**config.mk**
```make
export PLATFORM = sky130hd
export DESIGN_NAME = maxpool2d_size_2
export DESIGN_NICKNAME = d
export VERILOG_FILES = /design/src/rtl/maxpool2d_size_2_pkg.sv /design/src/rtl/maxpool2d_size_2_fp32_max.sv /design/src/rtl/maxpool2d_size_2.sv
export SDC_FILE = /design/constraint.sdc
export NUM_CORES = 1
export LEC_CHECK = 0
export CELL_PAD_IN_SITES_DETAIL_PLACEMENT = 1
export CELL_PAD_IN_SITES_GLOBAL_PLACEMENT = 1
export CORE_ASPECT_RATIO = 0.8
export CORE_MARGIN = 1
export CORE_UTILIZATION = 40
export DETAILED_ROUTE_END_ITERATION = 10
export GPL_ROUTABILITY_DRIVEN = 0
export GPL_TIMING_DRIVEN = 0
export HOLD_SLACK_MARGIN = 0.05
export PLACE_DENSITY = 0.63
export SLEW_MARGIN = 20
export SYNTH_ARGS = -nofsm -noshare
export SYNTH_HDL_FRONTEND = slang
export SYNTH_HIERARCHICAL = 1
export SYNTH_SLANG_ARGS = --single-unit
```
**constraint.sdc**
```tcl
create_clock -name clk -period 14.2 [get_ports clk]
set_clock_uncertainty 0.05 [all_clocks]
set_input_delay 2.84 -clock clk [delete_from_list [all_inputs] [get_ports clk]]
set_output_delay 2.84 -clock clk [all_outputs]
set_load 0.005 [all_outputs]
```
**src/rtl/maxpool2d_size_2_pkg.sv**
```systemverilog
// Shared definitions for the 2x2 max-pool stage: FP32 field helpers,
// counter width helper and the optional ReLU clamp.
package maxpool2d_size_2_pkg;

   localparam logic [31:0] FP32_POS_ZERO = 32'h0000_0000;
   localparam int          FP32_SIGN_BIT = 31;
   localparam int          FP32_MAG_MSB  = 30;

   function automatic logic fp32_sign(input logic [31:0] x);
      return x[FP32_SIGN_BIT];
   endfunction

   function automatic logic [30:0] fp32_mag(input logic [31:0] x);
      return x[FP32_MAG_MSB:0];
   endfunction

   // Width able to hold 0..n-1, never narrower than one bit.
   function automatic int cnt_width(input int n);
      return (n > 1) ? $clog2(n) : 1;
   endfunction

   // Any set sign bit, including -0.0, is clamped to +0.0.
   function automatic logic [31:0] relu(input logic [31:0] x, input bit en);
      return (en && fp32_sign(x)) ? FP32_POS_ZERO : x;
   endfunction

endpackage

```
**src/rtl/maxpool2d_size_2_fp32_max.sv**
```systemverilog
// Combinational FP32 max on the raw bit patterns; ties (including +0/-0)
// return a, so the earlier/upper operand wins.
module maxpool2d_size_2_fp32_max
   import maxpool2d_size_2_pkg::*;
(
   input  logic [31:0] a,
   input  logic [31:0] b,
   output logic [31:0] y
);

   logic        sa;
   logic        sb;
   logic [30:0] ma;
   logic [30:0] mb;

   assign sa = fp32_sign(a);
   assign sb = fp32_sign(b);
   assign ma = fp32_mag(a);
   assign mb = fp32_mag(b);

   always_comb begin
      y = a;
      if ((ma == '0) && (mb == '0)) begin
         y = a;
      end else if (sa != sb) begin
         y = sa ? b : a;
      end else if (!sa) begin
         y = (mb > ma) ? b : a;
      end else begin
         y = (mb < ma) ? b : a;
      end
   end

endmodule

```
**src/rtl/maxpool2d_size_2.sv**
```systemverilog
// Streaming 2x2 stride-2 FP32 max-pool with optional ReLU; raster in,
// raster out, one-cycle latency from the pixel that completes a window.
module maxpool2d_size_2
   import maxpool2d_size_2_pkg::*;
#(
   parameter int DATA_WIDTH = 32,
   parameter int IMG_WIDTH  = 56,
   parameter int IMG_HEIGHT = 56,
   parameter bit RELU_EN    = 1'b1
) (
   input  logic                  clk,
   input  logic                  reset,
   input  logic                  data_valid_in,
   input  logic [DATA_WIDTH-1:0] data_in,
   output logic [31:0]           data_out,
   output logic                  valid_out_pixel,
   output logic                  done
);

   localparam int LB_N  = IMG_WIDTH / 2;
   localparam int OUT_N = (IMG_WIDTH / 2) * (IMG_HEIGHT / 2);
   localparam int COL_W = cnt_width(IMG_WIDTH);
   localparam int ROW_W = cnt_width(IMG_HEIGHT);
   localparam int OUT_W = cnt_width(OUT_N);
   localparam int LB_W  = cnt_width(LB_N);

   logic [COL_W-1:0] col;
   logic [ROW_W-1:0] row;
   logic [OUT_W-1:0] out_cnt;
   logic [31:0]      hold;
   logic [31:0]      lb [LB_N];

   logic [31:0]      pix;
   logic [31:0]      m;
   logic [31:0]      lb_rd;
   logic [31:0]      result;
   logic [LB_W-1:0]  lb_idx;
   logic             col_last;
   logic             row_last;
   logic             out_last;
   logic             fire;

   assign pix      = data_in[31:0];
   assign lb_idx   = LB_W'(col >> 1);
   assign lb_rd    = lb[lb_idx];
   assign col_last = (col == COL_W'(IMG_WIDTH - 1));
   assign row_last = (row == ROW_W'(IMG_HEIGHT - 1));
   assign out_last = (out_cnt == OUT_W'(OUT_N - 1));
   // Odd row and odd column closes a 2x2 window.
   assign fire     = data_valid_in && col[0] && row[0];

   maxpool2d_size_2_fp32_max u_max_h (
      .a (hold),
      .b (pix),
      .y (m)
   );

   maxpool2d_size_2_fp32_max u_max_v (
      .a (lb_rd),
      .b (m),
      .y (result)
   );

   always_ff @(posedge clk) begin
      if (reset) begin
         col  <= '0;
         row  <= '0;
         hold <= FP32_POS_ZERO;
      end else if (data_valid_in) begin
         if (!col[0]) begin
            hold <= pix;
         end
         if (col_last) begin
            col <= '0;
            row <= row_last ? '0 : ROW_W'(row + 1'b1);
         end else begin
            col <= COL_W'(col + 1'b1);
         end
      end
   end

   // Every entry is rewritten on an even row before the odd row reads it.
   always_ff @(posedge clk) begin
      if (!reset && data_valid_in && col[0] && !row[0]) begin
         lb[lb_idx] <= m;
      end
   end

   always_ff @(posedge clk) begin
      if (reset) begin
         data_out        <= FP32_POS_ZERO;
         valid_out_pixel <= 1'b0;
         done            <= 1'b0;
         out_cnt         <= '0;
      end else begin
         valid_out_pixel <= fire;
         done            <= fire && out_last;
         if (fire) begin
            data_out <= relu(result, RELU_EN);
            out_cnt  <= out_last ? '0 : OUT_W'(out_cnt + 1'b1);
         end
      end
   end

endmodule

```
* Word level (Yosys, flattened, before mapping)
Memories as Yosys holds them, arrays and structs flattened. A register that Yosys moved wholly into a read port is not among the register bits.
Index checks and enable logic that the tools add are counted.
** Storage, ports and cells
- Memories kept :: 1
- Logic and storage cells :: 57
- Output and inout bits :: 34
- Flip-flop bits (word level) :: 88
- Bits of input ports :: 35
- Bits in writable memories :: 896
** Memories
- lb :: depth 28, bits a word 32, read ports 1, clocked after memory_dff 1, wr ports 1, line maxpool2d_size_2.sv:31 : logic [31:0] lb [LB_N];
** Cells by class
- Magnitude comparators :: 4
- Bitwise logic cells :: 1
- Mux-type cells :: 20
- Eq/ne operators :: 5
- Add/subtract/negate cells :: 3
- Reductions and logical operators :: 16
** Operators by type and width (count)
- $mux W32 :: 12
- $logic_not A31 Y1 :: 4
- $gt A31 B31 Y1 :: 2
- $lt A31 B31 Y1 :: 2
- $mux W31 :: 1
- $add A6 B1 Y6 const B :: 2
- $eq A6 B6 Y1 const B :: 2
- $mux W6 :: 2
- $add A10 B1 Y10 const B :: 1
- $eq A10 B10 Y1 const B :: 1
- $mux W10 :: 1
- $mux W5 :: 2
- $logic_and A1 B1 Y1 :: 8
- $reduce_and A2 Y1 :: 2
- $logic_not A1 Y1 :: 2
- $mux W1 :: 2
- $ne A1 B1 Y1 :: 2
- $not A1 Y1 :: 1

* Longest topological paths before layout
- Depth in word-level cells :: 11
- Gate-level depth with buffers :: 22

* Cells and area by module
Netlist, hierarchy kept.
** Modules (own cells, without submodules)
- maxpool2d_size_2 :: instances 1, area each 38012.7 sq um, cells each 2112, seq. area each 28747.6 sq um
- maxpool2d_size_2_fp32_max :: instances 2, area each 1940.6 sq um, cells each 310, seq. area each 0.0 sq um

* Worst setup path before layout
OpenSTA, ideal clock, no wires.
- Path type :: input to register
- From :: input port data_in[29]
- To :: register data_out[0]
- Setup slack :: 6.578 ns
- Path buffers :: 2
- Library setup time :: 0.117 ns
- Arrival :: 7.455 ns
- Cell stages on the path :: 19
- Data required time :: 14.033 ns
- Cell sequence :: ha_1 -> nand4_1 -> nor3_1 -> a221oi_1 -> a31oi_1 -> a21o_2 -> buf_6 -> buf_6 -> nand2_1 -> a32oi_1 -> ha_1 -> nand4_1 -> nor3_1 -> a221oi_1 -> a31oi_1 -> a21o_2 -> mux2_4 -> mux2_4 -> a22o_1
** On the way
- Longest elaborated chain between the ends :: 11
- Elaborated cells on any way between the ends :: 22
- Classes of those cells :: 4 x order compare; 1 x eq/ne; 13 x mux; 4 x reduce/logical
** Ends and longest elaborated chain
- start, declared :: line maxpool2d_size_2.sv:14 : input logic [DATA_WIDTH-1:0] data_in,
- $gt A31 B31 Y1 or $lt A31 B31 Y1 (tied branches) :: line maxpool2d_size_2_fp32_max.sv:28, maxpool2d_size_2_fp32_max.sv:30
- $mux W32, on equally long branches :: line maxpool2d_size_2_fp32_max.sv:28, maxpool2d_size_2_fp32_max.sv:30
- $mux W32 :: line maxpool2d_size_2_fp32_max.sv:27 : end else if (!sa) begin
- $mux W32 :: line maxpool2d_size_2_fp32_max.sv:25 : end else if (sa != sb) begin
- $mux W32 (*) :: line maxpool2d_size_2_fp32_max.sv:23 : if ((ma == '0) && (mb == '0)) begin
- via m[29] :: line maxpool2d_size_2.sv:34 : logic [31:0] m;
- $gt A31 B31 Y1 or $lt A31 B31 Y1 (tied branches) :: line maxpool2d_size_2_fp32_max.sv:28, maxpool2d_size_2_fp32_max.sv:30
- $mux W32, on equally long branches :: line maxpool2d_size_2_fp32_max.sv:28, maxpool2d_size_2_fp32_max.sv:30
- $mux W32 :: line maxpool2d_size_2_fp32_max.sv:27
- $mux W32 :: line maxpool2d_size_2_fp32_max.sv:25
- $mux W32 (*) :: line maxpool2d_size_2_fp32_max.sv:23
- via result[0] :: line maxpool2d_size_2.sv:36 : logic [31:0] result;
- $mux W31 (*) :: line maxpool2d_size_2_pkg.sv:24 : return (en && fp32_sign(x)) ? FP32_POS_ZERO : x;
- end signal, assigned :: line maxpool2d_size_2.sv:99 : data_out <= relu(result, RELU_EN);
- end, declared :: line maxpool2d_size_2.sv:15 : output logic [31:0] data_out,
The timed path passes the listed nets; every way through them passes the cells marked *.
A chain may end at the register's enable or synchronous reset.

* Final worst setup path
- From :: input port data_in[23]
- To :: register data_out[21]
Same word-level chain as after synthesis.

==> results.sh <==
export IMPL_outcome="complete, no violations"
export IMPL_dp_final_hpwl_mm=94.2
export IMPL_vias_per_cell=5.94
export IMPL_postCtsResizedCells=0
export IMPL_via_count=26500
export IMPL_synth_yosys_seq_area_share_pct=68.6
export IMPL_gr_total_overflow=0
export IMPL_timing_hold_violations_final=0
export IMPL_die_h_um=291
export IMPL_path_delay_family="simple AND/OR/NAND/NOR gates"
export IMPL_drtAntennaViolNets=0
export IMPL_worstPathArrival_ns=9.09
export IMPL_finalSetupViolCount=0
export IMPL_antenna_found_initial=5
export IMPL_wire_length_of_the_first_global_routing_pass_mm=191
export IMPL_crit_path_end="data_out[21]"
export IMPL_timing_final_ws_setup_ns=5.65
export IMPL_transition_time_at_the_pin_with_the_least_slew_margin_ns=1.11
export IMPL_ys_warn_count=6
export IMPL_tns_ns=0
export IMPL_reg2reg_to="data_out[21]"
export IMPL_reg2regPathDepth=19
export IMPL_count_of_flip_flops_with_a_built_in_enable_after_synthesis=896
export IMPL_detail_route_drc_violations=0
export IMPL_worst_r2r_setup_slack_ns=7.92
export IMPL_average_cell_area_after_synthesis_um2=15.3
export IMPL_number_of_cells_on_the_critical_path=19
export IMPL_synth_cells=2732
export IMPL_critPathSlowestCell="sky130_fd_sc_hd__a32oi_4"
export IMPL_unique_cell_type_count_in_the_yosys_netlist=65
export IMPL_pin_count=69
export IMPL_nFillCells=9869
export IMPL_r2r_start="hold[29]"
export IMPL_ff_latch_area_um2=28700
export IMPL_worstPathCellList="clkdlybuf4s50_1, ha_1, nand4_1, nor4_1, and4_1, buf_2, buf_2, o21ai_0, a32oi_4, buf_8, ha_1, nand4_1, nor4_1, nand4_1, clkbuf_1, clkbuf_1, a31oi_1, a32oi_1, a22o_1"
export IMPL_synth_async_reset_ratio_pct=0
export IMPL_design_final_nets=3076
export IMPL_worst_setup_path_startpoint="data_in[23]"
export IMPL_synth_largest_area_cell="sky130_fd_sc_hd__edfxtp_1"
export IMPL_cts_hold_buf=0
export IMPL_die_x_um=364
export IMPL_max_freq_mhz=117
export IMPL_postCtsSetupBuffers=0
export IMPL_multi_input_comb_area_um2=12500
export IMPL_rsz0062_at_grt="false"
export IMPL_timing_critical_path_fanout_max=17
export IMPL_first_iter_violations=2836
export IMPL_timing_final_crit_share_pct=60.2
export IMPL_synth_seq_cells=988
export IMPL_die_area_um2=106000
export IMPL_final_max_slew_violation_count=0
export IMPL_row_count=105
export IMPL_cts_root_buffer_cell="sky130_fd_sc_hd__clkbuf_16"
export IMPL_synth_cells_most_frequent="896 x sky130_fd_sc_hd__edfxtp_1, 285 x sky130_fd_sc_hd__mux2i_1, 279 x sky130_fd_sc_hd__nand2_1"
export IMPL_period_needed_ns=8.55
export IMPL_synth_most_common_cell="sky130_fd_sc_hd__edfxtp_1"
export IMPL_clk_insertion_delay_late_ns=0.70
export IMPL_route_detailed_wl_per_inst_um=29.8
export IMPL_cts_sink_count=988
export IMPL_placeableCoreArea_um2=103000
export IMPL_critical_path_max_stage_delay_ns=0.72
export IMPL_critPathKind="primary input to flop"
export IMPL_count_of_buffer_and_inverter_cells_on_the_critical_path=6
export IMPL_dominantRegCellSynth="sky130_fd_sc_hd__edfxtp_1"
export IMPL_crit_top_cell="sky130_fd_sc_hd__nand4_1"
export IMPL_synthToLayoutAreaGrowth_pct=19.7
export IMPL_total_track_usage_pct=25.1
export IMPL_synth_top_area_share_pct=64.2
export IMPL_first_global_vias=27000
export IMPL_hold_path_class="flop to flop"
export IMPL_cts_htree_levels=3
export IMPL_power_ir_vdd_worst_uv=89.4
export IMPL_floorplan_initialDensity_pct=40.6
export IMPL_timing_critical_path_from_type="primary input"
export IMPL_max_cap_viol_count=0
export IMPL_synth_net_count=2834
export IMPL_timing_max_slew_rel_slack_pct=26.2
export IMPL_required_ns=14.74
export IMPL_final_wirelength_mm=133
export IMPL_dp_slack_ns=5.22
export IMPL_utilization_pct=48.6
export IMPL_numPortBuffers=67
export IMPL_layout_drive_gt1_share_pct=17.0
export IMPL_syn_cell_area_um2=41900
export IMPL_ctsLongestPathBuffers=3
export IMPL_worst_hold_path_num_cells=1
export IMPL_worst_setup_hold_path_clk_slew_ns=0.06
export IMPL_clock_tree_from_tritoncts="built"
export IMPL_reported_leakage_power_nw=15.7
export IMPL_powerDensity_nw_per_um2=137
export IMPL_yosys_top_cells_area="sky130_fd_sc_hd__edfxtp_1 64%, sky130_fd_sc_hd__mux2i_1 6.8%, sky130_fd_sc_hd__dfxtp_1 4.4%"
export IMPL_grt_max_degree=32
export IMPL_cts_inserted_buffers=101
export IMPL_detail_route_first_pass_iterations=5
export IMPL_cp_end_kind="flop"
-- power breakdown --
part | switching [mW] | leakage [nW] | internal (mW)
Sequential | 0.0111 | 8.90 | 3.27
Clock | 1.15 | 1.73 | 1.66
Combinational | 0.504 | 5.09 | 0.257
Total | 1.67 | 15.7 | 5.19
-- state kept, by name (all words and copies together) (netlist names), named ones only --
name / count
out_cnt: 10
valid_out_pixel: 1
row: 6
lb: 896
data_out: 31
col: 6
done: 1
hold: 32
-- through the flow --
step	area, um^2	hold WS, ns	total power, mW	std cells
final	50200	0.434	6.85	4452
after global routing	50200	0.451	7.03	4451
after CTS	50200	0.438	6.88	4451
after detailed placement	46700	0.425	4.10	4262
after global placement	44300	0.409	3.97	4190
after floorplan	41900	0.402	3.71	2732
-- cells in the final DEF (no fill, tap or decap), types with 31 or more instances in the layout --
| master | count |
|---|---|
| sky130_fd_sc_hd__edfxtp_1 | 896 |
| sky130_fd_sc_hd__mux2i_1 | 285 |
| sky130_fd_sc_hd__nand2_1 | 279 |
| sky130_fd_sc_hd__clkbuf_16 | 108 |
| sky130_fd_sc_hd__a21oi_1 | 105 |
| sky130_fd_sc_hd__dfxtp_1 | 92 |
| sky130_fd_sc_hd__a22oi_1 | 88 |
| sky130_fd_sc_hd__mux4_2 | 78 |
| sky130_fd_sc_hd__nand3_1 | 76 |
| sky130_fd_sc_hd__clkbuf_1 | 68 |
| sky130_fd_sc_hd__o21ai_0 | 67 |
| sky130_fd_sc_hd__ha_1 | 67 |
| sky130_fd_sc_hd__clkdlybuf4s50_1 | 67 |
| sky130_fd_sc_hd__inv_1 | 65 |
| sky130_fd_sc_hd__a31oi_1 | 60 |
| sky130_fd_sc_hd__buf_2 | 58 |
| sky130_fd_sc_hd__nand4_1 | 49 |
| sky130_fd_sc_hd__nor4_1 | 38 |
| sky130_fd_sc_hd__nor2_1 | 36 |
| sky130_fd_sc_hd__buf_16 | 33 |
| sky130_fd_sc_hd__buf_6 | 32 |
| sky130_fd_sc_hd__a22o_1 | 31 |
-- how the worst min path moves through the flow --
stage,from,end,slack [ns]
detailed placement,data_out[14],data_out[14],0.43
global placement,out_cnt[1],out_cnt[1],0.41
global route,data_out[14],data_out[14],0.45
finish,data_out[1],data_out[1],0.43
floorplan,hold[31],hold[31],0.40
CTS,data_out[14],data_out[14],0.44
-- per-layer routing --
metal | wire, um | track usage [%] | vias to the layer above | share of wire, %
li1 | - | - | 11300 | -
met4 | 3250 | 6.70 | 0 | 2.4
met2 | 60000 | 38.1 | 1062 | 45
met5 | 0 | 0 | - | 0
met3 | 9380 | 3.85 | 177 | 7.1
met1 | 60200 | 37.3 | 13900 | 45
-- logic make-up (layout without fill, tap and decap cells) --
logic type,after synthesis,after routing,synth area share [%]
DFF,988,988,68.6
muxes,375,375,11.5
and+or+nand+nor,562,562,6.19
buffers and inverters,236,564,3.36
other,1,2,0.00895
adders and majority gates,67,67,2.00
xor gates and xnor gates,18,18,0.376
AOI/OAI and AO/OA,485,485,7.91
-- layout make-up --
class	instances	share of cell area, %
clock inverter	59	1.29
clock buffer	130	5.69
multi-input combinational	1508	24.9
tap	1391	3.47
antenna	1	0.00499
sequential	988	57.3
inverter	65	0.486
timing repair buffer	139	4.50
buffer	171	2.33
(Power assumes the default switching activity.)
